**config.mk**
```make
export PLATFORM = sky130hd
export DESIGN_NAME = key_bar_counter
export DESIGN_NICKNAME = d
export VERILOG_FILES = /design/src/rtl/key_bar_pkg.sv /design/src/rtl/key_debounce.sv /design/src/rtl/key_bar_counter.sv
export SDC_FILE = /design/constraint.sdc
export NUM_CORES = 1
export LEC_CHECK = 0
export BUFFER_PORTS_ARGS = -buffer_cell sky130_fd_sc_hd__buf_2
export CAP_MARGIN = 40
export CELL_PAD_IN_SITES_DETAIL_PLACEMENT = 1
export CELL_PAD_IN_SITES_GLOBAL_PLACEMENT = 2
export CORE_MARGIN = 4
export CORE_UTILIZATION = 41
export CTS_BUF_LIST = sky130_fd_sc_hd__clkbuf_16
export DETAILED_ROUTE_END_ITERATION = 6
export GPL_TIMING_DRIVEN = 1
export PLACE_DENSITY = 0.9
export SYNTH_ARGS = -nofsm -noshare
export SYNTH_HDL_FRONTEND = slang
export SYNTH_SLANG_ARGS = --single-unit
```
**constraint.sdc**
```tcl
create_clock -name clk -period 4 [get_ports clk]
set_clock_uncertainty 0.2 [all_clocks]
set_input_delay 0.6 -clock clk [delete_from_list [all_inputs] [get_ports clk]]
set_output_delay 0.6 -clock clk [all_outputs]
set_load 0.02 [all_outputs]
```
**src/rtl/key_bar_pkg.sv**
```systemverilog
// Shared key indices, key count and the thermometer-bar decode used by key_bar_counter.
package key_bar_pkg;

  typedef enum logic [1:0] {
    KEY_UP   = 2'd0,
    KEY_DOWN = 2'd1,
    KEY_CLR  = 2'd2
  } key_idx_e;

  localparam int NUM_KEYS = 3;

  // Lamp n of the bar is lit while the count is above n.
  function automatic logic therm_decode(input logic [31:0] count, input logic [31:0] n);
    return (count > n);
  endfunction

endpackage

```
**src/rtl/key_debounce.sv**
```systemverilog
// One active-low key: 2-flop synchroniser, hold-time debouncer and registered press strobe.
module key_debounce #(
  parameter int DEBOUNCE_CYCLES = 11111111
) (
  input  logic clk,
  input  logic rst,
  input  logic key_n,
  output logic stable,
  output logic press
);

  localparam int CNT_W = (DEBOUNCE_CYCLES > 2) ? $clog2(DEBOUNCE_CYCLES) : 1;
  localparam logic [CNT_W-1:0] LAST = CNT_W'(DEBOUNCE_CYCLES - 1);

  logic             sync1_q, sync2_q;
  logic             stable_d, stable_q;
  logic             press_d, press_q;
  logic [CNT_W-1:0] cnt_d, cnt_q;

  // Level must differ from the stable level for DEBOUNCE_CYCLES clocks before it is taken.
  always_comb begin
    stable_d = stable_q;
    press_d  = 1'b0;
    cnt_d    = {CNT_W{1'b0}};
    if (sync2_q != stable_q) begin
      if (cnt_q == LAST) begin
        stable_d = sync2_q;
        press_d  = ~sync2_q;
      end else begin
        cnt_d = cnt_q + CNT_W'(1);
      end
    end else begin
      cnt_d = {CNT_W{1'b0}};
    end
  end

  // Synchroniser and debounce state.
  always_ff @(posedge clk) begin
    if (rst) begin
      sync1_q  <= 1'b1;
      sync2_q  <= 1'b1;
      stable_q <= 1'b1;
      press_q  <= 1'b0;
      cnt_q    <= {CNT_W{1'b0}};
    end else begin
      sync1_q  <= key_n;
      sync2_q  <= sync1_q;
      stable_q <= stable_d;
      press_q  <= press_d;
      cnt_q    <= cnt_d;
    end
  end

  assign stable = stable_q;
  assign press  = press_q;

endmodule

```
**src/rtl/key_bar_counter.sv**
```systemverilog
// Three debounced keys drive a saturating/wrapping up/down counter shown as a lamp bar.
// Optional buzzer beep per accepted press when BUZZER_BEEP_EN is defined.
module key_bar_counter
  import key_bar_pkg::*;
#(
  parameter int NUM_LAMPS       = 8,
  parameter int DEBOUNCE_CYCLES = 11111111,
  parameter bit WRAP            = 1'b0,
  parameter bit LAMP_ACTIVE_LOW = 1'b0,
  parameter int BEEP_CYCLES     = 2500000,
  localparam int CW             = $clog2(NUM_LAMPS + 1)
) (
  input  logic                 clk,
  input  logic                 rst,
  input  logic                 key_up_n,
  input  logic                 key_down_n,
  input  logic                 key_clr_n,
  output logic [CW-1:0]        count,
  output logic [NUM_LAMPS-1:0] lamps,
  output logic [NUM_KEYS-1:0]  press_pulse,
  output logic                 buzzer
);

  localparam logic [CW:0] MAX_EXT = (CW + 1)'(NUM_LAMPS);
  localparam logic [CW:0] ONE_EXT = (CW + 1)'(1);

  logic [NUM_KEYS-1:0] keys_n_s, stable_s, press_s;
  logic [NUM_KEYS-1:0] press_pulse_d, press_pulse_q;
  logic [CW-1:0]       count_d, count_q;
  logic [CW:0]         up_ext_s, dn_ext_s;

  assign keys_n_s = {key_clr_n, key_down_n, key_up_n};

  for (genvar k = 0; k < NUM_KEYS; k++) begin : g_key
    key_debounce #(
      .DEBOUNCE_CYCLES(DEBOUNCE_CYCLES)
    ) u_debounce (
      .clk   (clk),
      .rst   (rst),
      .key_n (keys_n_s[k]),
      .stable(stable_s[k]),
      .press (press_s[k])
    );
  end

  // A strobe is only honoured while the key is still stably held.
  assign press_pulse_d = press_s & ~stable_s;

  // Counter next state: CLR wins, UP+DOWN cancel, then UP, then DOWN.
  always_comb begin
    up_ext_s = {1'b0, count_q} + ONE_EXT;
    dn_ext_s = {1'b0, count_q} - ONE_EXT;
    count_d  = count_q;
    if (press_pulse_q[KEY_CLR]) begin
      count_d = {CW{1'b0}};
    end else if (press_pulse_q[KEY_UP] && press_pulse_q[KEY_DOWN]) begin
      count_d = count_q;
    end else if (press_pulse_q[KEY_UP]) begin
      if (up_ext_s > MAX_EXT) count_d = WRAP ? {CW{1'b0}} : count_q;
      else                    count_d = up_ext_s[CW-1:0];
    end else if (press_pulse_q[KEY_DOWN]) begin
      if (dn_ext_s[CW]) count_d = WRAP ? MAX_EXT[CW-1:0] : count_q;
      else              count_d = dn_ext_s[CW-1:0];
    end else begin
      count_d = count_q;
    end
  end

  // Press strobes and count register.
  always_ff @(posedge clk) begin
    if (rst) begin
      press_pulse_q <= {NUM_KEYS{1'b0}};
      count_q       <= {CW{1'b0}};
    end else begin
      press_pulse_q <= press_pulse_d;
      count_q       <= count_d;
    end
  end

  for (genvar i = 0; i < NUM_LAMPS; i++) begin : g_lamp
    assign lamps[i] = therm_decode(32'(count_q), 32'(i)) ^ LAMP_ACTIVE_LOW;
  end

  assign count       = count_q;
  assign press_pulse = press_pulse_q;

`ifdef BUZZER_BEEP_EN
  localparam int BW = $clog2(BEEP_CYCLES + 1);

  logic [BW-1:0] beep_d, beep_q;

  // Beep (re)starts together with any press strobe, then counts down.
  always_comb begin
    if (|press_pulse_d)      beep_d = BW'(BEEP_CYCLES);
    else if (beep_q != '0)   beep_d = beep_q - BW'(1);
    else                     beep_d = {BW{1'b0}};
  end

  // Beep length counter.
  always_ff @(posedge clk) begin
    if (rst) beep_q <= {BW{1'b0}};
    else     beep_q <= beep_d;
  end

  assign buzzer = (beep_q != {BW{1'b0}});
`else
  assign buzzer = 1'b0;
`endif

endmodule
```
==> results.txt, run 1 <==
----------------------------------------------------
[Power]
  Power per standard cell area ... 370 nW/um2
  Lkg Pwr ... 1.54 nW
  IR Drop Worst-Case VDD ... 0.000156 V

[Finish]
  Post-layout utilization of the core ... 47.8%
  Diode count ... 0
  Fillcell total ... 1197
  Area growth, synth to finish ... 11.4%
  Commonest cells after routing, fill and taps aside ... dfxtp_1 (91), nor2_1 (51), a21oi_1 (31)
  Nets ... 520
  Leading cell type in the layout, fill and taps excluded ... dfxtp_1
  Storage cell area ... 1820 um2
  Share of post-route cells with drive strength above 1 ... 9.43%
  Footprint of the multi-input gates ... 2280 um2

[Logic synthesis]
  EDFF count, synth ... 0
  Net count after synthesis ... 507
  Synthesis warning total ... 0
  Number of distinct library cells after synthesis ... 46
  Ys async rst share ... 0%
  Avg Synthesized Cell Area ... 8.69 um2
  Multiplexer share of the synthesized area ... 0.938%
  Number of synthesized register bits ... 91
  Most used DFF post-synth ... dfxtp_1
  Cells after synthesis ... 491
  Area share of and/or/nand/nor cells after synthesis ... 29.5%
  Xor/xnor share of the synthesized area ... 8.41%
  Share of synthesized cell area in full adder, half adder and majority cells ... 3.22%
  Main combinational cell family by area after synthesis ... simple AND/OR/NAND/NOR gates
  Post-synthesis sequential area ratio ... 42.7%
  Netlist area before placement ... 4270 um2
  Post-synthesis compound-gate area fraction ... 11.2%

[Global route]
  First-pass GRT wire length ... 16800 um
  GRT Util Overall ... 17.5%
  Total gr overflow ... 0
  Antenna violations before repair ... 0
  Number of global-route vias before repair ... 3594
  Largest net degree at the start of global routing ... 25

[Drt]
  Count of vias placed by the detailed router ... 3574
  1st-iter DRT viols ... 96
  Final Routed Wirelength ... 9540 um
  Routed via count divided by cell count ... 5.57
  Routed wire per std cell ... 14.9 um
  Post-DRT Antenna Nets ... 0
  Residual DRC ... 0
  Total iterations of the first detailed-routing run ... 4

[Run status]
  Outcome ... complete, no violations

[STA]
  Maximum clock frequency ... 0.392 GHz
  Fin crit share ... 63.9%
  Final number of hold-violating endpoints ... 0
  Min Tclk post-route ... 2.55 ns
  Normalized max-slew margin ... 61.1%
  Slew at the pin closest to its max-slew limit ... 0.581 ns
  Max-slew violation count ... 0
  Setup-violating endpoint count in the final report ... 0
  Setup tns final ... 0 ns
  Post-route setup slack ... 1.45 ns
  Setup repair after global routing missed its margin ... no

[Clock network]
  CTS HTree Levels ... 3
  Maximum buffer depth of the clock tree ... 2
  Insertion delay of the later-clocked pin in the worst-skew pair ... 0.35 ns
  Post_cts resized ... 0
  Clock tree from TritonCTS ... built
  Clock-pin slew of the registers on the worst-case setup and hold paths ... 0.06 ns
  Number of buffers added to fix hold violations after cts ... 0
  Clock tree root buffer cell ... clkbuf_16
  Number of clock sinks seen by CTS ... 91
  Clock buffer count from CTS ... 9
  Setup Buffers After CTS ... 0

[Critical path]
  Worst r2r path cells ... 5
  Data arrival, critical path ... 1.75 ns
  Worst Setup EP ... lamps[0]
  Worst-case register-to-register setup slack ... 1.51 ns
  Crit path launch type ... flip-flop
  CP Data Required Time ... 3.20 ns
  Reg2reg end ... g_key[2].u_debounce.cnt_q[17]
  Max Fanout on Critical Path ... 11
  Capturing element type of the critical path ... output pin
  Worst flop-to-flop path startpoint ... g_key[2].u_debounce.cnt_q[2]
  Critical path class ... flip-flop to output pin
  CP Launch Point ... count[0]

[Die]
  Total Die Area ... 12100 um2
  Starting density of the core ... 42.9%
  Core Box Area ... 9950 um2
  Die width ... 110 um
  Placement Rows ... 36
  Number of top-level design ports ... 21
  Die boundary height ... 110 um

[Placement]
  Routability Congestion ... 0.811
  Detail Placement HPWL ... 6890 um
  Port Buffers ... 19
  DP Worst Slack ... 1.50 ns

[Min path]
  Min-Delay Path Class ... flip-flop to flip-flop
  Origin of the worst min-delay path ... g_key[1].u_debounce.sync1_q

[Run]
  Maximum capacitance violations ... 0

----------------------------------------------------
[area by class of cell]
class	instances	share of cell area, %
clock inverter	7	1.29
timing repair buffer	22	2.71
sequential	91	38.3
multi-input combinational	360	47.9
inverter	20	1.58
clock buffer	9	4.74
tap	133	3.50
[logic make-up after synthesis]
family | Yosys count
buf+inv | 40
other cells | 1
compound gates | 82
flops | 91
mux | 4
simple gates | 221
xor+xnor | 41
fa+ha+maj | 11
[critical path: stages (launching register included)]
cell	delay [ns]
dfxtp_1	0.41
inv_1	0.14
ha_1	0.21
or3b_2	0.47
buf_2	0.17
[worst min path at each step]
stage / slack [ns] / to / cells after the start
6_report: 0.21 / g_key[1].u_debounce.sync2_q / 1
5_1_grt: 0.23 / g_key[1].u_debounce.sync2_q / 1
4_1_cts: 0.22 / g_key[2].u_debounce.sync2_q / 1
3_5_place_dp: 0.20 / g_key[2].u_debounce.sync2_q / 1
3_3_place_gp: 0.19 / g_key[0].u_debounce.sync2_q / 1
2_1_floorplan: 0.19 / g_key[0].u_debounce.sync2_q / 1
[Yosys cell counts (all sizes together) (10+ instances only)]
cell type / count / share of area [%]
nand3: 22 / 2.9
xnor2: 23 / 4.7
a21oi: 32 / 3.8
nor2: 51 / 4.5
and3: 10 / 1.5
or3: 24 / 3.5
inv: 20 / 1.8
dfxtp: 91 / 43
or4: 15 / 2.8
xor2: 18 / 3.7
ha: 11 / 3.2
and4: 11 / 2.3
nand2: 27 / 2.4
o21ai: 30 / 3.5
clkbuf: 12 / 1.1
nand4: 22 / 3.2
[routing by layer]
layer,wire length [um],GRT usage (%)
met5,0,0
met4,178,7.12
met3,263,3.49
met2,4490,29.1
met1,4610,22.2
[flip-flops by register name, indices dropped and copies added (netlist names)]
register	cells
count	4
press_pulse	3
g_key.u_debounce.press	3
g_key.u_debounce.stable	3
g_key.u_debounce.sync1_q	3
g_key.u_debounce.sync2_q	3
g_key.u_debounce.cnt_q	72
[through the flow]
step | hold WS, ns | instance area, um2 | power [mW] | instances
after CTS | 0.215 | 4760 | 1.78 | 642
final | 0.214 | 4760 | 1.76 | 642
after floorplan | 0.189 | 4270 | 0.946 | 491
after global routing | 0.228 | 4760 | 1.83 | 642
after detailed placement | 0.199 | 4470 | 0.954 | 626
after global placement | 0.192 | 4440 | 0.951 | 624
[power by group]
part / internal, mW / switching [mW]
combinational: 0.00706 / 0.0144
sequential: 0.910 / 0.00215
clock: 0.476 / 0.348
Power figures use the tool's default switching activity.
==> run 2, diff against run 1 <==
Settings changed: CORE_UTILIZATION 41 to 38, PLACE_DENSITY 0.9 to 0.85.
Clock period 4 ns to 2.4 ns, I/O delays scaled along.
==> run 2 against run 1 <==
  * Cell count increased by 2.2%
  * Via count about the same
  * Critical endpoint is now g_key[2].u_debounce.cnt_q[23]
  * Register-to-register slack got worse by 1.3 ns
  * Largest cell class unchanged
  * Critical path type is now flip-flop to flip-flop
  * Largest power group unchanged
==> results.txt, run 2 (synthesized netlist as in run 1, its figures left out) <==
----------------------------------------------------
[Drt]
  Routed via count divided by cell count ... 5.44 (-2.2%)
  1st-iter DRT viols ... 201 (+110%)
  Routed metal-1 wire length ... 4410 um (-4.3%)
  Topmost layer with routed signal wires ... met4
  Count of vias placed by the detailed router ... 3571 (-0.084%)
  Post-DRT Antenna Nets ... 0 (unchanged)
  Met2 Routed Length ... 4780 um (+6.5%)
  Total iterations of the first detailed-routing run ... 4 (unchanged)
  Final Routed Wirelength ... 9630 um (+1.0%)
  Residual DRC ... 0 (unchanged)
  Total length of routed met3 wires ... 328 um (+25%)
  Routed wire per std cell ... 14.7 um (-1.2%)

[Clock network]
  Maximum buffer depth of the clock tree ... 2 (unchanged)
  Insertion delay of the later-clocked pin in the worst-skew pair ... 0.34 ns (about the same)
  Number of clock sinks seen by CTS ... 91 (unchanged)
  Number of buffers added to fix hold violations after cts ... 0 (unchanged)
  Clock tree from TritonCTS ... built
  CTS HTree Levels ... 3 (unchanged)
  Clock tree root buffer cell ... clkbuf_16
  Clock buffer count from CTS ... 9 (unchanged)
  Clock-pin slew of the registers on the worst-case setup and hold paths ... 0.06 ns (about the same)

[Critical path]
  Data arrival, critical path ... 2.28 ns (+0.53 ns)
  CP Data Required Time ... 2.47 ns (-0.73 ns)
  Worst r2r path cells ... 4 (-1)
  Cells along the critical path ... and4_1 > nand4_1 > or4_1 > a21oi_1
  Worst-case register-to-register setup slack ... 0.19 ns (-1.32 ns)
  Stage delay of the slowest cell on the critical path ... 0.66 ns (+0.19 ns)
  Path length in cells of the critical path ... 4 (unchanged)
  Cell type group with the largest total delay on the critical path ... simple AND/OR/NAND/NOR gates
  Buffer and inverter count on the worst path ... 0 (-2)
  CP Launch Point ... g_key[2].u_debounce.cnt_q[2]
  Worst flop-to-flop path startpoint ... g_key[2].u_debounce.cnt_q[2]
  Critical path class ... flip-flop to flip-flop
  Capturing element type of the critical path ... flip-flop
  Reg2reg end ... g_key[2].u_debounce.cnt_q[23]
  Max Fanout on Critical Path ... 11 (unchanged)
  Crit path launch type ... flip-flop
  Worst Setup EP ... g_key[2].u_debounce.cnt_q[23]
  Slowest cell on the critical path ... or4_1

[Die]
  Placement Rows ... 38 (+5.6%)
  Number of top-level design ports ... 21 (unchanged)
  Total Die Area ... 13000 um2 (+7.3%)
  Die boundary height ... 114 um (+3.6%)
  Die width ... 114 um (+3.6%)
  Starting density of the core ... 39.0% (-3.8 points)
  Core Box Area ... 10900 um2 (+9.9%)

[Finish]
  Share of post-route cells with drive strength above 1 ... 11.0% (+1.6 points)
  Nets ... 529 (+1.7%)
  Diode count ... 0 (unchanged)
  Largest reg by FF count ... g_key.u_debounce.cnt_q
  Area growth, synth to finish ... 12.8%
  Max reg flops ... 72 (unchanged)
  Commonest cells after routing, fill and taps aside ... dfxtp_1 (90), nor2_1 (51), a21oi_1 (31)
  Leading cell type in the layout, fill and taps excluded ... dfxtp_1
  Finished Layout Cells ... 656 (+2.2%)

[STA]
  Setup-violating endpoint count in the final report ... 0 (unchanged)
  Min Tclk post-route ... 2.21 ns
  Final number of hold-violating endpoints ... 0 (unchanged)
  Fin crit share ... 91.9%
  Hold WS ... 0.00953 ns (-0.205 ns)
  Max-slew violation count ... 0 (unchanged)
  Setup repair after global routing missed its margin ... no
  Maximum clock frequency ... 0.453 GHz
  Setup tns final ... 0 ns (unchanged)

[Placement]
  Detail Placement HPWL ... 6840 um (-0.76%)
  Placed instance count ... 642 (+2.6%)
  Port Buffers ... 19 (unchanged)
  Routability Congestion ... 0.772 (-4.9%)

[Global route]
  GRT Util Overall ... 15.7% (-1.8 points)
  First-pass GRT wire length ... 16700 um (-0.61%)
  Total gr overflow ... 0 (unchanged)
  Number of global-route vias before repair ... 3613 (+0.53%)
  Largest net degree at the start of global routing ... 25 (unchanged)
  Antenna violations before repair ... 0 (unchanged)

[Run]
  Maximum capacitance violations ... 0 (unchanged)

[Power]
  Power per standard cell area ... 581 nW/um2 (+57%)
  Lkg Pwr ... 1.58 nW (+2.5%)
  Final Total Pwr ... 2.80 mW (+59%)
  IR Drop Worst-Case VDD ... 0.000447 V (+190%)

[Min path]
  Min-Delay Path Class ... input pin to flip-flop
  Origin of the worst min-delay path ... key_clr_n

[Run status]
  Outcome ... complete, no violations

----------------------------------------------------
## run 2: per-stage QoR
step | worst slack, ns | cell area [um2] | util (%)
finish | 0.194 | 4810 | 44.0
global route | 0.0729 | 4810 | 44.0
CTS | 0.0854 | 4810 | 44.0
floorplan | 0.184 | 4270 | -
global placement | 0.180 | 4560 | 41.7
detailed placement | 0.108 | 4560 | 41.7
## run 2: worst min path at each step
stage	endpoint	slack, ns	cells past startpoint
floorplan	g_key[0].u_debounce.sync2_q	0.19	1
CTS	g_key[2].u_debounce.sync1_q	0.0004	2
finish	g_key[2].u_debounce.sync1_q	0.01	2
global route	g_key[2].u_debounce.sync1_q	0.01	2
global placement	g_key[1].u_debounce.sync2_q	0.19	1
detailed placement	g_key[0].u_debounce.sync2_q	0.20	1
## run 2: where the power goes
group	internal, mW	switching (mW)
registers	1.52	0.00369
clock network	0.677	0.564
logic	0.0131	0.0236
total	2.21	0.591
## run 2: area by class of cell
cell class | instances | area, um2
multi-input combinational | 360 | 2280
clock inverter | 5 | 23.8
timing repair buffer | 31 | 210
tap | 140 | 175
sequential | 91 | 1820
fill | 1328 | 6120
clock buffer | 9 | 225
inverter | 20 | 75.1
## run 2: layer usage
metal	vias to the layer above	track usage, %
met1	1722	19.1
met3	11	4.77
met5	-	0
li1	1807	-
met2	31	26.8
met4	0	4.43
## run 2: what timing repair did
item	4_1_cts	5_1_grt
buffers inserted	0	0
gates resized for setup	0	2
setup endpoints to repair	0	3
## run 2: worst register-to-register path: stages (launching register included)
cell and delay [ns]:
dfxtp_1 0.41, and4_1 0.29, nand4_1 0.42, or4_1 0.67
a21oi_1 0.15
==> run 3, diff against run 2 <==
Settings changed: CORE_UTILIZATION 38 to 35, PLACE_DENSITY 0.85 to 0.8.
==> run 3 against run 2 <==
  * Sequential share of layout area is 0.59 points lower
  * Die area is 8.0% higher
  * Design area is 1.5% higher
  * Total power is 8.7% higher
  * First-iteration DRC count is 34% lower
  * Register-to-register slack better by 0.03 ns
  * Critical endpoint is now g_key[2].u_debounce.cnt_q[14]
==> results.txt, run 3 (synthesized netlist as in run 1, its figures left out) <==
----------------------------------------------------
[Run status]
  Outcome ... complete, no violations

[Drt]
  Residual DRC ... 0 (unchanged)
  1st-iter DRT viols ... 133 (-34%)
  Post-DRT Antenna Nets ... 0 (unchanged)
  Total iterations of the first detailed-routing run ... 4 (unchanged)
  Final Routed Wirelength ... 9660 um (+0.27%)
  Count of vias placed by the detailed router ... 3596 (+0.70%)
  Routed via count divided by cell count ... 5.41 (-0.66%)
  Routed wire per std cell ... 14.5 um (-1.1%)

[Critical path]
  Worst r2r path cells ... 5 (+1)
  Worst flop-to-flop path startpoint ... g_key[2].u_debounce.cnt_q[2]
  Slowest cell on the critical path ... or4_1
  Worst-case register-to-register setup slack ... 0.22 ns (+0.03 ns)
  CP Data Required Time ... 2.42 ns (-0.05 ns)
  Reg2reg end ... g_key[2].u_debounce.cnt_q[14]
  Critical path class ... flip-flop to flip-flop
  Data arrival, critical path ... 2.20 ns (-0.08 ns)
  Cells along the critical path ... or4b_1 > or4_1 > o211ai_2 > buf_12 > a21oi_1
  Max Fanout on Critical Path ... 24 (+13)
  Stage delay of the slowest cell on the critical path ... 0.49 ns (-0.17 ns)
  Capturing element type of the critical path ... flip-flop
  Crit path launch type ... flip-flop

[Global route]
  Largest net degree at the start of global routing ... 25 (unchanged)
  GRT Util Overall ... 14.3% (-1.4 points)
  Total gr overflow ... 0 (unchanged)
  First-pass GRT wire length ... 16800 um (+0.62%)
  Antenna violations before repair ... 0 (unchanged)
  Number of global-route vias before repair ... 3669 (+1.5%)

[Power]
  Power per standard cell area ... 622 nW/um2 (+7.1%)
  Lkg Pwr ... 1.61 nW (+1.8%)
  IR Drop Worst-Case VDD ... 0.000368 V (-18%)

[Clock network]
  Clock tree root buffer cell ... clkbuf_16
  Clock-pin slew of the registers on the worst-case setup and hold paths ... 0.06 ns (about the same)
  Number of clock sinks seen by CTS ... 91 (unchanged)
  Maximum buffer depth of the clock tree ... 2 (unchanged)
  Clock tree from TritonCTS ... built
  CTS HTree Levels ... 3 (unchanged)
  Insertion delay of the later-clocked pin in the worst-skew pair ... 0.34 ns (about the same)
  Setup Buffers After CTS ... 0 (unchanged)
  Clock buffer count from CTS ... 9 (unchanged)

[Placement]
  Port Buffers ... 19 (unchanged)
  Routability Congestion ... 0.792 (+2.6%)
  DP Worst Slack ... 0.105 ns (-0.00336 ns)
  Detail Placement HPWL ... 6910 um (+0.94%)

[STA]
  Fin crit share ... 90.9% (-1.0 points)
  Setup tns final ... 0 ns (unchanged)
  Post-route setup slack ... 0.219 ns (+0.0252 ns)
  Setup repair after global routing missed its margin ... no
  Max-slew violation count ... 0 (unchanged)
  Min Tclk post-route ... 2.18 ns (-0.0252 ns)
  Maximum clock frequency ... 0.458 GHz (+1.2%)
  Final number of hold-violating endpoints ... 0 (unchanged)
  Setup-violating endpoint count in the final report ... 0 (unchanged)

[Min path]
  Origin of the worst min-delay path ... key_up_n
  Min-Delay Path Class ... input pin to flip-flop
  Number of cells on the worst hold path ... 2 (unchanged)
  End point of the worst hold path ... g_key[0].u_debounce.sync1_q

[Finish]
  Max reg flops ... 72 (unchanged)
  Nets ... 529 (unchanged)
  Footprint of the multi-input gates ... 2280 um2 (unchanged)
  Diode count ... 0 (unchanged)
  Storage cell area ... 1820 um2 (about the same)
  Commonest cells after routing, fill and taps aside ... dfxtp_1 (91), nor2_1 (51), a21oi_1 (31)
  Leading cell type in the layout, fill and taps excluded ... dfxtp_1
  Area growth, synth to finish ... 14.5%
  Largest reg by FF count ... g_key.u_debounce.cnt_q
  Fillcell total ... 1410 (+6.2%)
  Share of post-route cells with drive strength above 1 ... 11.0% (-0.043 points)

[Die]
  Placement Rows ... 40 (+5.3%)
  Die boundary height ... 118 um (+3.9%)
  Starting density of the core ... 35.7% (-3.3 points)
  Total Die Area ... 14000 um2 (+8.0%)
  Core Box Area ... 12000 um2 (+9.4%)
  Number of top-level design ports ... 21 (unchanged)
  Die width ... 118 um (+3.9%)

[Run]
  Maximum capacitance violations ... 0 (unchanged)

----------------------------------------------------
## run 3: final cells by class
class	count	area share (%)
flip-flops and latches	91	37.3
clock inverters	7	1.77
multi-input cells	360	46.7
inverters	20	1.54
well taps	147	3.76
repair buffers	31	4.35
clock buffers	9	4.61
## run 3: per-stage QoR
stage / cell area [um2] / hold slack, ns / power, mW / std cells / utilization, %
after global placement: 4560 / 0.193 / 1.59 / 648 / 38.1
after floorplan: 4270 / 0.189 / 1.58 / 491 / -
after CTS: 4880 / 0.00597 / 3.10 / 665 / 40.8
final: 4890 / 0.0244 / 3.04 / 665 / 40.8
after global routing: 4890 / 0.00606 / 3.18 / 665 / 40.8
after detailed placement: 4560 / 0.201 / 1.59 / 648 / 38.1
## run 3: worst max-delay path, delay by kind of cell (launching register included)
kind | cells | cell delay, ns
and+or+nand+nor | 2 | 0.96
DFF | 1 | 0.43
AOI/OAI and AO/OA | 2 | 0.27
buffers and inverters | 1 | 0.19
## run 3: routing by layer
layer / GRT usage [%] / part of all wire, %
met5: 0 / 0
met1: 16.8 / 47
met4: 5.21 / 1.9
met3: 4.50 / 3.1
met2: 24.5 / 48
## run 3: what timing repair did
item	CTS	global route
resized for setup	0	1
hold buffers	1	0
setup endpoints to repair	0	3
endpoints found under the hold margin	1	0
## run 3: worst max path at each step
| stage | slack, ns | cells after the start | endpoint | from |
|---|---|---|---|---|
| final | 0.22 | 5 | g_key[2].u_debounce.cnt_q[14] | g_key[2].u_debounce.cnt_q[2] |
| after global placement | 0.17 | 4 | g_key[1].u_debounce.cnt_q[21] | g_key[1].u_debounce.cnt_q[2] |
| after global routing | 0.08 | 5 | g_key[1].u_debounce.cnt_q[20] | g_key[1].u_debounce.cnt_q[0] |
| after floorplan | 0.18 | 6 | count[3] | count[0] |
| after detailed placement | 0.11 | 4 | g_key[1].u_debounce.cnt_q[21] | g_key[1].u_debounce.cnt_q[2] |
| after CTS | 0.09 | 4 | g_key[1].u_debounce.cnt_q[21] | g_key[1].u_debounce.cnt_q[2] |
## run 3: report_power, final
group / internal (mW) / leakage, nW / switching [mW]
sequential: 1.52 / 0.734 / 0.00360
clock: 0.901 / 0.155 / 0.582
combinational: 0.0141 / 0.722 / 0.0244
total: 2.43 / 1.61 / 0.610
